`src/rtl/tbb_pkg.sv`:
```
// Shared constants, host-select encoding and width helper for the TBB host-bus front end.
// Pure definitions: no latency, no backpressure.
package tbb_pkg;
    localparam int TBB_DATA_W   = 4;
    localparam int TBB_REG_W    = 8;
    localparam int TBB_NUM_REGS = 4;

    typedef enum logic {
        TBB_SEL_DATA = 1'b0,
        TBB_SEL_ADDR = 1'b1
    } tbb_sel_e;

    // Floor of 1 keeps derived vector widths legal for single-entry configurations.
    function automatic int clog2(input int n);
        int r;
        r = 0;
        while ((1 << r) < n) r = r + 1;
        return (r < 1) ? 1 : r;
    endfunction
endpackage

```
`src/rtl/tbb_sync.sv`:
```
// W-bit two-flop synchroniser for quasi-static host pins; latency 2 CLK.
// No backpressure: samples every cycle, host guarantees pin stability.
module tbb_sync #(
    parameter int W = 1
) (
    input  logic         CLK,
    input  logic         RST,
    input  logic [W-1:0] d,
    output logic [W-1:0] q
);
    logic [W-1:0] s1;

    always_ff @(posedge CLK or posedge RST) begin
        if (RST) begin
            s1 <= '0;
            q  <= '0;
        end else begin
            s1 <= d;
            q  <= s1;
        end
    end
endmodule

```
`src/rtl/tbb_host_if.sv`:
```
// Host nibble bus -> addressed register bank, plus READY release and FCLK_EN prescaler.
// Pin WR rise to COMMIT/REGS_O update is 3 CLK edges; no backpressure, host paces writes.
module tbb_host_if
    import tbb_pkg::*;
#(
    parameter int DATA_W     = TBB_DATA_W,
    parameter int REG_W      = TBB_REG_W,
    parameter int NUM_REGS   = TBB_NUM_REGS,
    parameter int DIV        = 5,
    parameter int RST_STAGES = 5,
    parameter bit AUTO_INC   = 1'b1,
    localparam int ADDR_W    = clog2(NUM_REGS)
) (
    input  logic                      CLK,
    input  logic                      RST,
    input  logic [DATA_W-1:0]         D,
    input  logic                      A0,
    input  logic                      WR,
    output logic [NUM_REGS*REG_W-1:0] REGS_O,
    output logic                      COMMIT,
    output logic [ADDR_W-1:0]         COMMIT_IDX,
    output logic                      FCLK_EN,
    output logic                      READY
);
    localparam int NIBS   = REG_W / DATA_W;
    localparam int CNT_W  = clog2(NIBS);
    localparam int PCNT_W = clog2(DIV);

    logic [DATA_W+1:0]     sync_q;
    logic [DATA_W-1:0]     d_s;
    logic                  a0_s;
    logic                  wr_s;
    logic                  wr_prev;
    logic                  wr_evt;
    logic [ADDR_W-1:0]     addr;
    logic                  addr_ok;
    logic [CNT_W-1:0]      cnt;
    logic                  last_nib;
    logic [REG_W-1:0]      asm_q;
    logic [REG_W-1:0]      asm_nxt;
    logic [RST_STAGES-1:0] rdy_sr;
    logic [PCNT_W-1:0]     pcnt;

    tbb_sync #(.W(DATA_W + 2)) u_sync (
        .CLK (CLK),
        .RST (RST),
        .d   ({WR, A0, D}),
        .q   (sync_q)
    );

    assign wr_s     = sync_q[DATA_W+1];
    assign a0_s     = sync_q[DATA_W];
    assign d_s      = sync_q[DATA_W-1:0];
    assign wr_evt   = READY && wr_s && !wr_prev;
    assign last_nib = (cnt == CNT_W'(NIBS - 1));
    assign READY    = rdy_sr[RST_STAGES-1];

    always_comb begin
        asm_nxt = asm_q;
        asm_nxt[cnt*DATA_W +: DATA_W] = d_s;
    end

    always_ff @(posedge CLK or posedge RST) begin
        if (RST) begin
            wr_prev    <= 1'b0;
            addr       <= '0;
            addr_ok    <= 1'b1;
            cnt        <= '0;
            asm_q      <= '0;
            REGS_O     <= '0;
            COMMIT     <= 1'b0;
            COMMIT_IDX <= '0;
        end else begin
            wr_prev <= wr_s;
            COMMIT  <= 1'b0;
            if (wr_evt) begin
                if (tbb_sel_e'(a0_s) == TBB_SEL_ADDR) begin
                    addr    <= d_s[ADDR_W-1:0];
                    addr_ok <= (32'(d_s) < NUM_REGS);
                    cnt     <= '0;
                    asm_q   <= '0;
                end else if (!last_nib) begin
                    asm_q <= asm_nxt;
                    cnt   <= cnt + 1'b1;
                end else begin
                    cnt   <= '0;
                    asm_q <= '0;
                    // An out-of-range address stays poisoned until the next address write.
                    if (addr_ok) begin
                        REGS_O[addr*REG_W +: REG_W] <= asm_nxt;
                        COMMIT     <= 1'b1;
                        COMMIT_IDX <= addr;
                        if (AUTO_INC)
                            addr <= (addr == ADDR_W'(NUM_REGS - 1)) ? '0 : addr + 1'b1;
                    end
                end
            end
        end
    end

    // Prescaler only runs once READY is up; FCLK_EN is registered off the terminal count.
    always_ff @(posedge CLK or posedge RST) begin
        if (RST) begin
            rdy_sr  <= '0;
            pcnt    <= '0;
            FCLK_EN <= 1'b0;
        end else begin
            rdy_sr  <= (rdy_sr << 1) | RST_STAGES'(1);
            FCLK_EN <= READY && (pcnt == PCNT_W'(DIV - 1));
            if (READY)
                pcnt <= (pcnt == PCNT_W'(DIV - 1)) ? '0 : pcnt + 1'b1;
        end
    end
endmodule

```
`config.mk`:
```
export PLATFORM = sky130hd
export DESIGN_NAME = tbb_host_if
export DESIGN_NICKNAME = d
export VERILOG_FILES = /design/src/rtl/tbb_pkg.sv /design/src/rtl/tbb_sync.sv /design/src/rtl/tbb_host_if.sv
export SDC_FILE = /design/constraint.sdc
export NUM_CORES = 1
export LEC_CHECK = 0
export CORE_MARGIN = 3
export CORE_UTILIZATION = 55
export DETAILED_ROUTE_END_ITERATION = 7
export GPL_TIMING_DRIVEN = 0
export PLACE_DENSITY_LB_ADDON = 0.15
export SYNTH_ARGS = -nofsm -noshare
export SYNTH_HDL_FRONTEND = slang
export SYNTH_SLANG_ARGS = --single-unit
```
`constraint.sdc`:
```
create_clock -name CLK -period 4.35 [get_ports CLK]
set_input_delay 0.87 -clock CLK [delete_from_list [all_inputs] [get_ports CLK]]
set_output_delay 0.87 -clock CLK [all_outputs]
set_load 0.005 [all_outputs]
```
==> impl_metrics.py, run 1 <==
metrics = {
    "power": {
        "pwr-share-comb_pct": 15.0,
        "finalPower_mw": 1.386,
        "switching_share_pct": 26.74,
        "p_switching_mw": 0.3707,
        "p_int_mw": 1.016,
        "power_density_mw_per_mm2": 381.4,
        "p_leak_nw": 1.755,
        "vdd_ir_drop_max_mv": 0.2536,
        "p_clk_share_pct": 33.9,
        "seq_power_share_pct": 51.2,
    },
    "setup_path": {
        "crit_path_end_kind": "primary output",
        "path_buf_inv": 1,
        "required_ps": 3480,
        "worstPathCellList": "clkdlybuf4s50_1",
        "max_stage_delay_ps": 540,
        "crit_family": "buffers and inverters",
        "cp_slowest_cell": "clkdlybuf4s50_1",
        "critPathKind": "reg2out",
        "critPathLaunchType": "flip-flop",
        "crit_arrival_ps": 1240,
        "path_max_fanout": 2,
    },
    "job": {
        "maxCapViolations": 0,
    },
    "status": {
        "status": "completed",
    },
    "global_route": {
        "antenna_found_initial": 0,
        "grt.total_usage_pct": 20.23,
        "grt_max_degree": 42,
        "overflow": 0,
        "first_global_vias": 1820,
        "grt_pass1_wl_mm": 9.273,
    },
    "routing": {
        "drcViolationCount": 0,
        "ant_nets": 0,
        "first_pass_iters": 4,
        "wl_mm": 5.499,
        "avgViaCountPerCell": 5.000,
        "wl_per_cell_um": 15.85,
        "drt-initial-drc-count": 63,
        "vias": 1735,
    },
    "synthesis": {
        "synth_enable_flop_cells": 0,
        "syn_avg_cell_area_um2": 13.24,
        "synthSimpleGateAreaFrac_pct": 13.45,
        "synth_seq_area_share_pct": 59.32,
        "ys_seq_elements": 69,
        "netlist_area_mm2": 0.002913,
        "synth_top_family_by_area": "multiplexers",
        "synthAdderAreaFrac_pct": 3.007,
        "synthXorXnorAreaFrac_pct": 0,
        "synth_cell_types": 34,
        "syn_inst": 220,
        "synth_compound_area_share_pct": 2.792,
        "synth_nets": 235,
        "ys.flop_type": "dfrtp_1",
        "synthMuxAreaShare_pct": 17.96,
        "ys_warn_count": 0,
        "async_flop_share_pct": 100.0,
    },
    "floorplan": {
        "dieArea_mm2": 0.006206,
        "num_rows": 25,
        "initial_core_util_pct": 59.31,
        "die_w_um": 78.78,
        "die_h_um": 78.78,
        "ioPinCount": 45,
        "coreArea_mm2": 0.004911,
    },
    "cells_and_area": {
        "layout_common_cells": "68 x dfrtp_1, 44 x clkdlybuf4s50_1, 36 x nor2_1, 18 x mux2_2, 16 x mux2_4",
        "drive_above_1_share_pct": 22.86,
        "final_cell_count_no_fill": 347,
        "fin_nets": 291,
        "nFillCells": 354,
        "final_common_cell": "dfrtp_1",
        "diodes": 0,
        "stdcell_area_mm2": 0.003635,
        "syn2layout_area_growth_pct": 24.79,
    },
    "placement": {
        "port_buffers": 44,
        "gp_congestion": 0.7657,
        "hpwl_mm": 3.788,
        "post_dp_cell_area_mm2": 0.003457,
        "placed_cells": 332,
    },
    "timing": {
        "finalMaxSlewViolations": 0,
        "fin_crit_sh_pct": 48.41,
        "tightest_slew_ps": 833.5,
        "fmax_mhz": 474.8,
        "finalHoldViolations": 0,
        "relSlewSlack_pct": 44.35,
        "finalSetupViolations": 0,
        "finalCriticalPeriod_ps": 2106,
        "whs_ps": 345.3,
        "setup_tns_ps": 0,
        "rsz0062_at_grt": "no",
        "fin_skew_ps": 11.43,
    },
    "clock_network": {
        "hold_buffers": 0,
        "clock_sinks": 69,
        "post_cts_resized": 0,
        "post-cts-setup-buffers": 0,
        "numCtsBuffers": 9,
        "clockBufferDepth": 2,
        "clkTransAtPathRegs_ps": 60,
        "h-tree-depth": 3,
        "cts_root_buf": "clkbuf_8",
        "insertion_delay_ps": 340,
        "cts_tree": "built",
    },
    "min_path": {
        "hold_path_class": "reg2reg",
    },
}
## path summary, 6_finish.rpt
| path | from | endpoint | slack, ps | cells after the start |
|---|---|---|---|---|
| hold / removal | u_sync.s1[0] | u_sync.q[0] | 350 | 0 |
| setup reg to reg | addr[0] | REGS_O[19] | 2330 | 6 |
| max in group asynchronous | RST | COMMIT_IDX[0] | 2700 | 3 |
| hold reg to reg | u_sync.s1[0] | u_sync.q[0] | 350 | 0 |
| setup / recovery | REGS_O[19] | REGS_O[19] | 2240 | 1 |
| min in group asynchronous | RST | rdy_sr[0] | 1020 | 2 |
## logic make-up after synthesis
group                      count (synthesis)
and+or+nand+nor                           73
DFF                                       69
muxes                                     42
buffers and inverters                     15
AOI/OAI and AO/OA                         13
adders and majority gates                  7
other                                      1
## power groups by stage
stage                     logic (mW)  registers (mW)  clock network [mW]
after global routing           0.235           0.715               0.507
after floorplan                0.144           0.713                   0
after detailed placement       0.207           0.721                   0
after global placement         0.199           0.718                   0
final                          0.207           0.709               0.470
after CTS                      0.209           0.710               0.478
## flip-flops by register name, indices dropped and copies added (netlist names)
| name | count |
|---|---|
| FCLK_EN | 1 |
| COMMIT_IDX | 2 |
| u_sync.s1 | 6 |
| addr | 2 |
| cnt | 1 |
| addr_ok | 1 |
| wr_prev | 1 |
| COMMIT | 1 |
| REGS_O | 32 |
| u_sync.q | 6 |
| rdy_sr | 5 |
| pcnt | 3 |
| asm_q | 8 |
## synthesized netlist by cell type, types with 2 or more instances
cell type | count | area [um2]
buf_2 | 2 | 10.01
buf_4 | 2 | 15.01
buf_6 | 2 | 22.52
dfrtp_1 | 68 | 1702
ha_1 | 7 | 87.58
inv_1 | 6 | 22.52
mux2_2 | 18 | 202.7
mux2_4 | 16 | 240.2
mux2i_1 | 8 | 80.08
nand2_1 | 14 | 52.55
nand3_1 | 5 | 25.02
nand3_4 | 4 | 70.07
nand3b_1 | 2 | 15.01
nor2_1 | 36 | 135.1
nor2b_1 | 4 | 25.02
o21ai_0 | 7 | 35.03
or3b_1 | 2 | 17.52
## through the flow
step                      worst slack (ps)  util (%)
final                                 2244     74.01
after global routing                  2176     74.01
after CTS                             2222     74.01
after detailed placement              2286     70.39
after global placement               684.0     69.99
after floorplan                       1742         -
## area by class of cell
cell class	count	area [um2]	share of cell area, %
buffer	9	75.07	2.065
sequential	69	1728	47.54
tap	67	83.83	2.306
clock inverter	1	5.005	0.1377
timing repair buffer	45	460.4	12.67
clock buffer	14	172.7	4.750
inverter	6	22.52	0.6196
multi-input combinational	136	1087	29.91
## per-layer routing
layer / track usage (%) / wire length, um
met4: 7.867 / 78
met3: 4.082 / 201
met2: 32.43 / 2663
met1: 27.24 / 2555
met5: 0 / 0
Power figures use the tool's default switching activity.
==> run 2, diff against run 1 <==
--- a/config.mk
+++ b/config.mk
@@ -6,7 +6,7 @@
 export NUM_CORES = 1
 export LEC_CHECK = 0
 export CORE_MARGIN = 3
-export CORE_UTILIZATION = 55
+export CORE_UTILIZATION = 53
 export DETAILED_ROUTE_END_ITERATION = 7
 export GPL_TIMING_DRIVEN = 0
 export PLACE_DENSITY_LB_ADDON = 0.15
==> constraint.sdc (replaced) <==
create_clock -name CLK -period 2.1 [get_ports CLK]
set_input_delay 0.42 -clock CLK [delete_from_list [all_inputs] [get_ports CLK]]
set_output_delay 0.42 -clock CLK [all_outputs]
set_load 0.005 [all_outputs]
==> impl_metrics.py, run 2 (synthesis results as in run 1) <==
metrics = {
    "timing": {
        "finalSetupViolations": 0,
        "finalCriticalPeriod_ps": 1898,
        "fin_skew_ps": 6.154,
        "tightest_slew_ps": 923.9,
        "fmax_mhz": 526.9,
        "finalMaxSlewViolations": 0,
        "fin_crit_sh_pct": 90.38,
        "setup_tns_ps": 0,
        "rsz0062_at_grt": "no",
        "finalHoldViolations": 0,
        "relSlewSlack_pct": 38.28,
    },
    "cells_and_area": {
        "fin_nets": 290,
        "regMostFlops": "REGS_O",
        "final_common_cell": "dfrtp_1",
        "multi_input_area_mm2": 0.001087,
        "top_regs": "REGS_O x32, asm_q x8",
        "final_cell_count_no_fill": 350,
        "layout_common_cells": "67 x dfrtp_1, 44 x clkdlybuf4s50_1, 36 x nor2_1, 18 x mux2_2, 16 x mux2_4",
        "stdcell_area_mm2": 0.003640,
        "diodes": 0,
        "drive_above_1_share_pct": 23.93,
        "nFillCells": 379,
        "seqCellArea_mm2": 0.001729,
        "syn2layout_area_growth_pct": 24.96,
        "largest_reg_flops": 32,
        "final_util_pct": 69.93,
    },
    "clock_network": {
        "clockBufferDepth": 2,
        "post-cts-setup-buffers": 0,
        "cts_tree": "built",
        "post_cts_resized": 0,
        "clkTransAtPathRegs_ps": 70,
        "h-tree-depth": 3,
        "numCtsBuffers": 9,
        "clock_sinks": 69,
        "insertion_delay_ps": 340,
        "hold_buffers": 0,
        "cts_root_buf": "clkbuf_8",
    },
    "power": {
        "vdd_ir_drop_max_mv": 0.4977,
        "p_leak_nw": 1.748,
        "power_density_mw_per_mm2": 787.0,
    },
    "min_path": {
        "hold_path_class": "reg2reg",
        "hp-start": "u_sync.s1[0]",
    },
    "placement": {
        "gp_congestion": 0.8055,
        "placed_cells": 335,
        "hpwl_mm": 3.710,
        "port_buffers": 44,
        "post_dp_cell_area_mm2": 0.003465,
    },
    "floorplan": {
        "dieArea_mm2": 0.006422,
        "die_h_um": 80.14,
        "initial_core_util_pct": 55.96,
        "die_w_um": 80.14,
        "ioPinCount": 45,
        "coreArea_mm2": 0.005205,
        "num_rows": 26,
    },
    "routing": {
        "wl_per_cell_um": 15.32,
        "avgViaCountPerCell": 5.094,
        "vias": 1783,
        "drcViolationCount": 0,
        "first_pass_iters": 4,
        "ant_nets": 0,
        "wl_mm": 5.361,
        "drt-initial-drc-count": 75,
    },
    "global_route": {
        "grt_pass1_wl_mm": 9.142,
        "antenna_found_initial": 0,
        "first_global_vias": 1839,
        "grt_max_degree": 45,
        "grt.total_usage_pct": 19.59,
        "overflow": 0,
    },
    "status": {
        "status": "completed",
    },
    "job": {
        "maxCapViolations": 0,
    },
    "setup_path": {
        "crit_path_end_kind": "flip-flop",
        "required_ps": 2380,
        "critPathLaunchType": "flip-flop",
        "crit_arrival_ps": 2180,
        "crit_start": "addr[0]",
        "path_max_fanout": 10,
        "rr_startpoint": "addr[0]",
        "critPathKind": "reg2reg",
    },
}
## run 2: final cells by class
type                       instances  share of cell area (%)
buffer                             8                   1.959
clock buffer                      12                   4.263
clock inverter                     4                  0.6188
inverter                           6                  0.7219
multi-input combinational        136                   29.87
sequential                        69                   47.51
tap                               70                   2.406
timing repair buffer              45                   12.65
## run 2: per-stage QoR
stage                     worst slack [ps]  total power [mW]  hold WS [ps]
after floorplan                      361.1             1.775         331.2
after global placement               122.2             1.900         332.0
after detailed placement             132.4             1.924         335.5
after CTS                            114.9             2.904         351.6
after global routing                 81.04             3.017         358.0
final                                202.1             2.865         347.7
## run 2: worst paths after layout
check | endpoint | slack, ps | cells after the start
worst min register to register | u_sync.q[0] | 350 | 0
worst max register to register | REGS_O[6] | 200 | 6
worst max-delay path | REGS_O[6] | 200 | 6
min in group asynchronous | REGS_O[26] | 620 | 2
max in group asynchronous | addr_ok | 810 | 3
worst min-delay path | u_sync.q[0] | 350 | 0
## run 2: where the power goes
group | leakage [nW] | total, mW | internal [mW] | switching [mW]
Clock | 0.0921 | 0.969 | 0.487 | 0.482
Combinational | 0.751 | 0.428 | 0.177 | 0.251
Sequential | 0.906 | 1.47 | 1.41 | 0.0587
Total | 1.75 | 2.86 | 2.07 | 0.791
## run 2: worst max-delay path, stage by stage (launching register included)
cell	delay, ps
dfrtp_2	460
inv_1	110
ha_1	360
or3b_2	450
buf_2	190
nor2_1	120
mux2_2	150
## run 2: per-layer routing
layer	up-vias	global-route usage (%)	share of wire, %
met5	-	0	0
met4	0	10.47	1.9
met3	7	5.942	4.7
met2	40	30.30	49
met1	888	24.66	44
li1	848	-	-
